$ cat src/rtl/fir_ctrl_pkg.sv
// Shared types and constants for the FIR coefficient sequencer: coefficient width,
// sequencer state encoding and the flat-bus slice helper.
package fir_ctrl_pkg;

    localparam int COEFF_BITS = 18;

    typedef enum logic [1:0] {
        IDLE  = 2'd0,
        SWAP  = 2'd1,
        FLUSH = 2'd2
    } seq_state_e;

    function automatic int coeff_lsb(input int tap);
        return tap * COEFF_BITS;
    endfunction

endpackage

$ cat src/rtl/fir_coeff_bank.sv
// Shadow/active coefficient register bank with atomic shadow-to-active swap.
// Optional registered shadow readback when FIR_COEFF_SEQ_READBACK_EN is defined.
module fir_coeff_bank
    import fir_ctrl_pkg::*;
#(
    parameter int NTAPS     = 8,
    parameter int ADDR_BITS = 8
) (
    input  logic                        clk_i,
    input  logic                        rst_i,
    input  logic                        we_i,
    input  logic [ADDR_BITS-1:0]        waddr_i,
    input  logic [COEFF_BITS-1:0]       wdata_i,
    input  logic                        swap_i,
`ifdef FIR_COEFF_SEQ_READBACK_EN
    input  logic [ADDR_BITS-1:0]        rd_addr_i,
    output logic [COEFF_BITS-1:0]       rd_data_o,
`endif
    output logic [COEFF_BITS*NTAPS-1:0] coeff_o
);

    logic signed [COEFF_BITS-1:0] shadow_q [NTAPS];
    logic signed [COEFF_BITS-1:0] active_q [NTAPS];

    // A write and a swap in the same cycle cannot happen: writes are only taken in IDLE.
    always_ff @(posedge clk_i) begin
        if (rst_i) begin
            for (int k = 0; k < NTAPS; k++) begin
                shadow_q[k] <= '0;
                active_q[k] <= '0;
            end
        end else begin
            for (int k = 0; k < NTAPS; k++) begin
                if (we_i && waddr_i == ADDR_BITS'(k)) shadow_q[k] <= wdata_i;
                if (swap_i) active_q[k] <= shadow_q[k];
            end
        end
    end

    for (genvar k = 0; k < NTAPS; k++) begin : g_flat
        assign coeff_o[coeff_lsb(k) +: COEFF_BITS] = active_q[k];
    end

`ifdef FIR_COEFF_SEQ_READBACK_EN
    logic signed [COEFF_BITS-1:0] rd_data_d, rd_data_q;

    always_comb begin
        rd_data_d = '0;
        for (int k = 0; k < NTAPS; k++) begin
            if (rd_addr_i == ADDR_BITS'(k)) rd_data_d = shadow_q[k];
        end
    end

    always_ff @(posedge clk_i) begin
        if (rst_i) rd_data_q <= '0;
        else       rd_data_q <= rd_data_d;
    end

    assign rd_data_o = rd_data_q;
`endif

endmodule

$ cat src/rtl/fir_coeff_sequencer.sv
// Coefficient loader and flush sequencer for a chain of 4-tap systolic FIR blocks.
// Define FIR_COEFF_SEQ_READBACK_EN to add the rd_addr_i/rd_data_o shadow readback port.
module fir_coeff_sequencer
    import fir_ctrl_pkg::*;
#(
    parameter int NCHAIN       = 2,
    parameter int FLUSH_CYCLES = 12,
    parameter int ADDR_BITS    = 8
) (
    input  logic                             clk_i,
    input  logic                             rst_i,
    input  logic                             wr_valid_i,
    output logic                             wr_ready_o,
    input  logic [ADDR_BITS-1:0]             wr_addr_i,
    input  logic [COEFF_BITS-1:0]            wr_data_i,
    input  logic                             commit_i,
`ifdef FIR_COEFF_SEQ_READBACK_EN
    input  logic [ADDR_BITS-1:0]             rd_addr_i,
    output logic [COEFF_BITS-1:0]            rd_data_o,
`endif
    output logic [COEFF_BITS*4*NCHAIN-1:0]   coeff_o,
    output logic                             filt_rst_o,
    output logic                             valid_o,
    output logic                             busy_o,
    output logic                             err_o
);

    localparam int NTAPS = 4 * NCHAIN;
    localparam int CNT_W = $clog2(FLUSH_CYCLES + 1);
    localparam logic [CNT_W-1:0]     CNT_LOAD = CNT_W'(FLUSH_CYCLES);
    localparam logic [ADDR_BITS:0]   NTAPS_A  = (ADDR_BITS + 1)'(NTAPS);

    seq_state_e       state_q, state_d;
    logic [CNT_W-1:0] cnt_q, cnt_d;
    logic             pend_q, pend_d;
    logic             err_q, err_d;
    logic             wr_fire, addr_ok;

    assign wr_fire = wr_valid_i && (state_q == IDLE);
    assign addr_ok = {1'b0, wr_addr_i} < NTAPS_A;

    always_comb begin
        state_d = state_q;
        cnt_d   = cnt_q;
        pend_d  = pend_q;
        err_d   = err_q;
        case (state_q)
            IDLE: begin
                if (wr_fire && !addr_ok) err_d = 1'b1;
                if (commit_i) state_d = SWAP;
            end
            SWAP: begin
                state_d = FLUSH;
                cnt_d   = CNT_LOAD;
                if (commit_i) pend_d = 1'b1;
            end
            FLUSH: begin
                if (commit_i) pend_d = 1'b1;
                // A commit arriving on the final flush cycle still chains straight into SWAP.
                if (cnt_q == CNT_W'(1)) state_d = (pend_q || commit_i) ? SWAP : IDLE;
                else                    cnt_d   = cnt_q - 1'b1;
            end
            default: state_d = SWAP;
        endcase
        if (state_d == SWAP && state_q != SWAP) pend_d = 1'b0;
    end

    always_ff @(posedge clk_i) begin
        if (rst_i) begin
            state_q <= SWAP;
            cnt_q   <= '0;
            pend_q  <= 1'b0;
            err_q   <= 1'b0;
        end else begin
            state_q <= state_d;
            cnt_q   <= cnt_d;
            pend_q  <= pend_d;
            err_q   <= err_d;
        end
    end

    assign wr_ready_o = (state_q == IDLE);
    assign valid_o    = (state_q == IDLE);
    assign busy_o     = (state_q != IDLE);
    assign filt_rst_o = (state_q == SWAP);
    assign err_o      = err_q;

    fir_coeff_bank #(
        .NTAPS     (NTAPS),
        .ADDR_BITS (ADDR_BITS)
    ) u_bank (
        .clk_i     (clk_i),
        .rst_i     (rst_i),
        .we_i      (wr_fire && addr_ok),
        .waddr_i   (wr_addr_i),
        .wdata_i   (wr_data_i),
        .swap_i    (state_q == SWAP),
`ifdef FIR_COEFF_SEQ_READBACK_EN
        .rd_addr_i (rd_addr_i),
        .rd_data_o (rd_data_o),
`endif
        .coeff_o   (coeff_o)
    );

endmodule
$ cat config.mk
export PLATFORM = sky130hd
export DESIGN_NAME = fir_coeff_sequencer
export DESIGN_NICKNAME = d
export VERILOG_FILES = /design/src/rtl/fir_ctrl_pkg.sv /design/src/rtl/fir_coeff_bank.sv /design/src/rtl/fir_coeff_sequencer.sv
export SDC_FILE = /design/constraint.sdc
export NUM_CORES = 1
export LEC_CHECK = 0
export ABC_AREA = 1
export CAP_MARGIN = 20
export CORE_MARGIN = 2
export CORE_UTILIZATION = 35
export CTS_BUF_LIST = sky130_fd_sc_hd__clkbuf_4 sky130_fd_sc_hd__clkbuf_8
export DETAILED_ROUTE_END_ITERATION = 6
export RECOVER_POWER = 25
export SYNTH_ARGS = -nofsm -noshare
export SYNTH_HDL_FRONTEND = slang
export SYNTH_HIERARCHICAL = 1
export SYNTH_SLANG_ARGS = --single-unit
$ cat constraint.sdc
create_clock -name clk_i -period 5.7 [get_ports clk_i]
set_input_delay 1.14 -clock clk_i [delete_from_list [all_inputs] [get_ports clk_i]]
set_output_delay 1.14 -clock clk_i [all_outputs]
set_load 0.02 [all_outputs]
==> Flow_metrics.wiki <==
{| class="wikitable"
! Metric !! Value
|-
| Buffers inserted during post-CTS setup optimization || 0
|-
| Leading cell types in the layout, fill and taps excluded || 288 x edfxtp_1, 263 x nor2_1, 179 x inv_1, 132 x clkdlybuf4s50_1, 50 x clkbuf_8
|-
| Number of global-route vias before repair || 6,699
|-
| Clock-pin slew reported for the worst setup and hold paths after clock tree synthesis || roughly 60 ps
|-
| Hold slack final || 491 ps
|-
| Setup skew after layout || 11.9 ps
|-
| Number of top-level pins || 179
|-
| Start-to-end type of the worst setup path || input port to register
|-
| CTS Root Cell || clkbuf_8
|-
| Maximum single-stage delay on the critical path || roughly 1300 ps
|-
| CTS tree || built
|-
| Total track usage || 15.1%
|-
| Fin crit period || about 3800 ps
|-
| Port Buf Inserts || 178
|-
| Number of nets produced by synthesis || 888
|-
| Average via count per standard cell || 4.36
|-
| Yosys reg bits || 296
|-
| Post-CTS Hold Fix Bufs || 0
|-
| Total via count after detailed routing || 6,539
|-
| Count of pins over their slew limit || 44
|-
| Post-route insts no fill || 1,500
|-
| Total instance count after detailed placement || 1,411
|-
| Std-Cell Rows || 65
|-
| Result of the run || finished with violations
|-
| Fmax || 261 MHz
|-
| Per-instance average area after synthesis || 13.1 um2
|-
| Met3 capacity usage during global routing || 3.97%
|-
| Initial Util || 35.5%
|-
| Worst IR drop on VDD || approximately 0.00027 V
|-
| Final hold violation count || 0
|-
| GR Util met2 || 24.5%
|-
| Area of the die || around 33,000 um2
|-
| Fin nets || about 1,100
|-
| Count of TritonRoute iterations in the first routing pass || 5
|-
| Hold WC Path Type || register to register
|-
| Final routed DRC violation total || 0
|-
| Detailed Route Iter0 Violations || 455
|-
| Layout filler cell count || 2,888
|-
| Crit path max-delay cell type || clkbuf_1
|-
| GPL Wtd Cong || 0.767
|-
| Resize count post-CTS || 0
|-
| Share of final-layout standard cells stronger than drive strength 1 || around a tenth
|-
| Wire length of the first global-routing pass || 37,800 um
|-
| Area Overhead vs Synth || 28.5%
|-
| Final global-route overflow total || 0
|-
| Violated checks || capacitance limit, slew limit
|-
| Required time of the worst setup path || between 5000 and 6000 ps
|-
| Buffer levels on the longest clock path || 3
|-
| Final cycle utilization of the critical path || 67.2%
|-
| Layer with the highest usage || met2
|-
| Sink count of the clock tree || 296
|-
| Largest net degree at the start of global routing || 145
|-
| Setup total negative slack || 0 ps
|-
| Worst-margin pin slew || 1850 ps
|-
| Reported leakage power || around 0.006 uW
|-
| Data arrival time of the critical path || 4000 ps
|-
| Max-cap violations || 1
|-
| Post-synth design cell area || 11,200 um2
|-
| Most common cell after layout, fill and taps aside || edfxtp_1
|-
| CTS H-Tree Depth || 2
|-
| Insertion delay to the later sink of the worst-skew pair || 550 ps
|-
| Post-DR wirelength/cell || 16.9 um
|-
| PD cells || 424 nW/um2
|-
| Post-synthesis cell type count || 30
|-
| Met1 GRT Util || around a fifth
|-
| Crit path max fanout || 144
|-
| Area of the core || 31,600 um2
|-
| Slew headroom || -23.5%
|-
| Post-synthesis instance total || 852
|-
| Final HPWL from detailed placement || ~16,000 um
|-
| Critical path, cell by cell || dlygate4sd3_1 > clkbuf_1 > or2_4 > buf_12
|-
| Number of buffers created by CTS || 49
|-
| Number of setup violations in the final report || 0
|-
| Number of nets with antenna violations after detailed routing || 0
|-
| Type of origin of the critical path || input port
|-
| Sequential fraction of the synthesis area || 78.6%
|-
| Setup crit end kind || register
|-
| Routed WL || between 20,000 and 30,000 um
|-
| Setup repair after global routing missed its margin || false
|-
| Horizontal extent of the die || 183 um
|-
| Chip height || ~180 um
|-
| Yosys warns || 6
|-
| Power Total || 6100 uW
|-
| Final core utilization || ~46%
|-
| Number of antenna violations at the first check in global routing || 4
|}
==> worst paths after layout <==
| kind | startpoint | endpoint | slack [ps] | cells after the start |
|---|---|---|---|---|
| max reg2reg | state_q[0] | u_bank/shadow_q[0][63] | 2940 | 8 |
| min | cnt_q[0] | cnt_q[0] | 490 | 1 |
| min reg2reg | cnt_q[0] | cnt_q[0] | 490 | 1 |
| max | rst_i | u_bank/active_q[0][100] | 1870 | 4 |
==> logic make-up (layout without fill, tap and decap cells) <==
logic type | count (synthesis) | count (layout) | synth area share [%]
AO/OA/AOI/OAI | 9 | 9 | 0.547
adder cells (fa/ha/maj) | 6 | 6 | 0.670
buffers and inverters | 208 | 452 | 7.47
flip-flops | 296 | 296 | 78.6
AND/OR/NAND/NOR | 333 | 333 | 12.7
other | 0 | 2 | 0
==> worst max-delay path: cells and delay by family <==
kind | cells | cell delay [ps]
buffers and inverters | 3 | 2430
and+or+nand+nor | 1 | 320
==> report_power, final <==
group	switching, uW	internal, uW
clock network	822	1080
logic	774	507
registers	118	2800
==> stage by stage <==
step / worst slack [ps] / area, um2
after global placement: 1830 / 13400
after floorplan: 2160 / 11200
after detailed placement: 1830 / 13400
final: 1870 / 14400
after global routing: 1660 / 14400
after CTS: 2420 / 14400
==> layout make-up <==
cell class | instances | area, um2 | share of cell area [%]
inverter | 184 | 691 | 4.80
tap | 402 | 503 | 3.49
sequential | 296 | 8810 | 61.2
multi-input combinational | 348 | 1570 | 10.9
clock inverter | 18 | 181 | 1.26
clock buffer | 69 | 831 | 5.77
antenna | 2 | 5.00 | 0.0348
timing repair buffer | 181 | 1810 | 12.6
==> synth_stat cells <==
library cell | instances | area (um2)
a21oi_1 | 1 | 5.00
a21oi_2 | 1 | 8.76
a31oi_1 | 2 | 12.5
buf_1 | 3 | 11.3
buf_2 | 6 | 30.0
buf_4 | 1 | 7.51
buf_6 | 6 | 67.6
clkbuf_1 | 8 | 30.0
dfxtp_1 | 8 | 160
edfxtp_1 | 288 | 8650
ha_1 | 6 | 75.1
inv_1 | 178 | 668
inv_2 | 6 | 22.5
nand2_1 | 39 | 146
nand2_2 | 4 | 25.0
nand2_4 | 2 | 22.5
nand3_1 | 9 | 45.0
nand3_2 | 1 | 10.0
nand3_4 | 6 | 105
nor2_1 | 263 | 987
nor2_2 | 2 | 12.5
nor2_4 | 2 | 22.5
nor2_8 | 1 | 20.0
nor3_1 | 2 | 10.0
o21a_1 | 1 | 7.51
o21ai_0 | 1 | 5.00
o21ai_1 | 2 | 10.0
o22ai_2 | 1 | 12.5
or2_1 | 1 | 6.26
or2_2 | 1 | 6.26
==> registers in the layout, indices dropped and copies added (netlist names) <==
signal and cells:
u_bank/active_q 144, u_bank/shadow_q 144, cnt_q 4, state_q 2, err_o 1, pend_q 1
==> metal layers <==
metal / part of all wire [%] / wire length, um
met5: 0.051 / 13
met4: 2.0 / 495
met3: 8.1 / 2050
met2: 46 / 11600
met1: 44 / 11200
(Power assumes the default switching activity.)
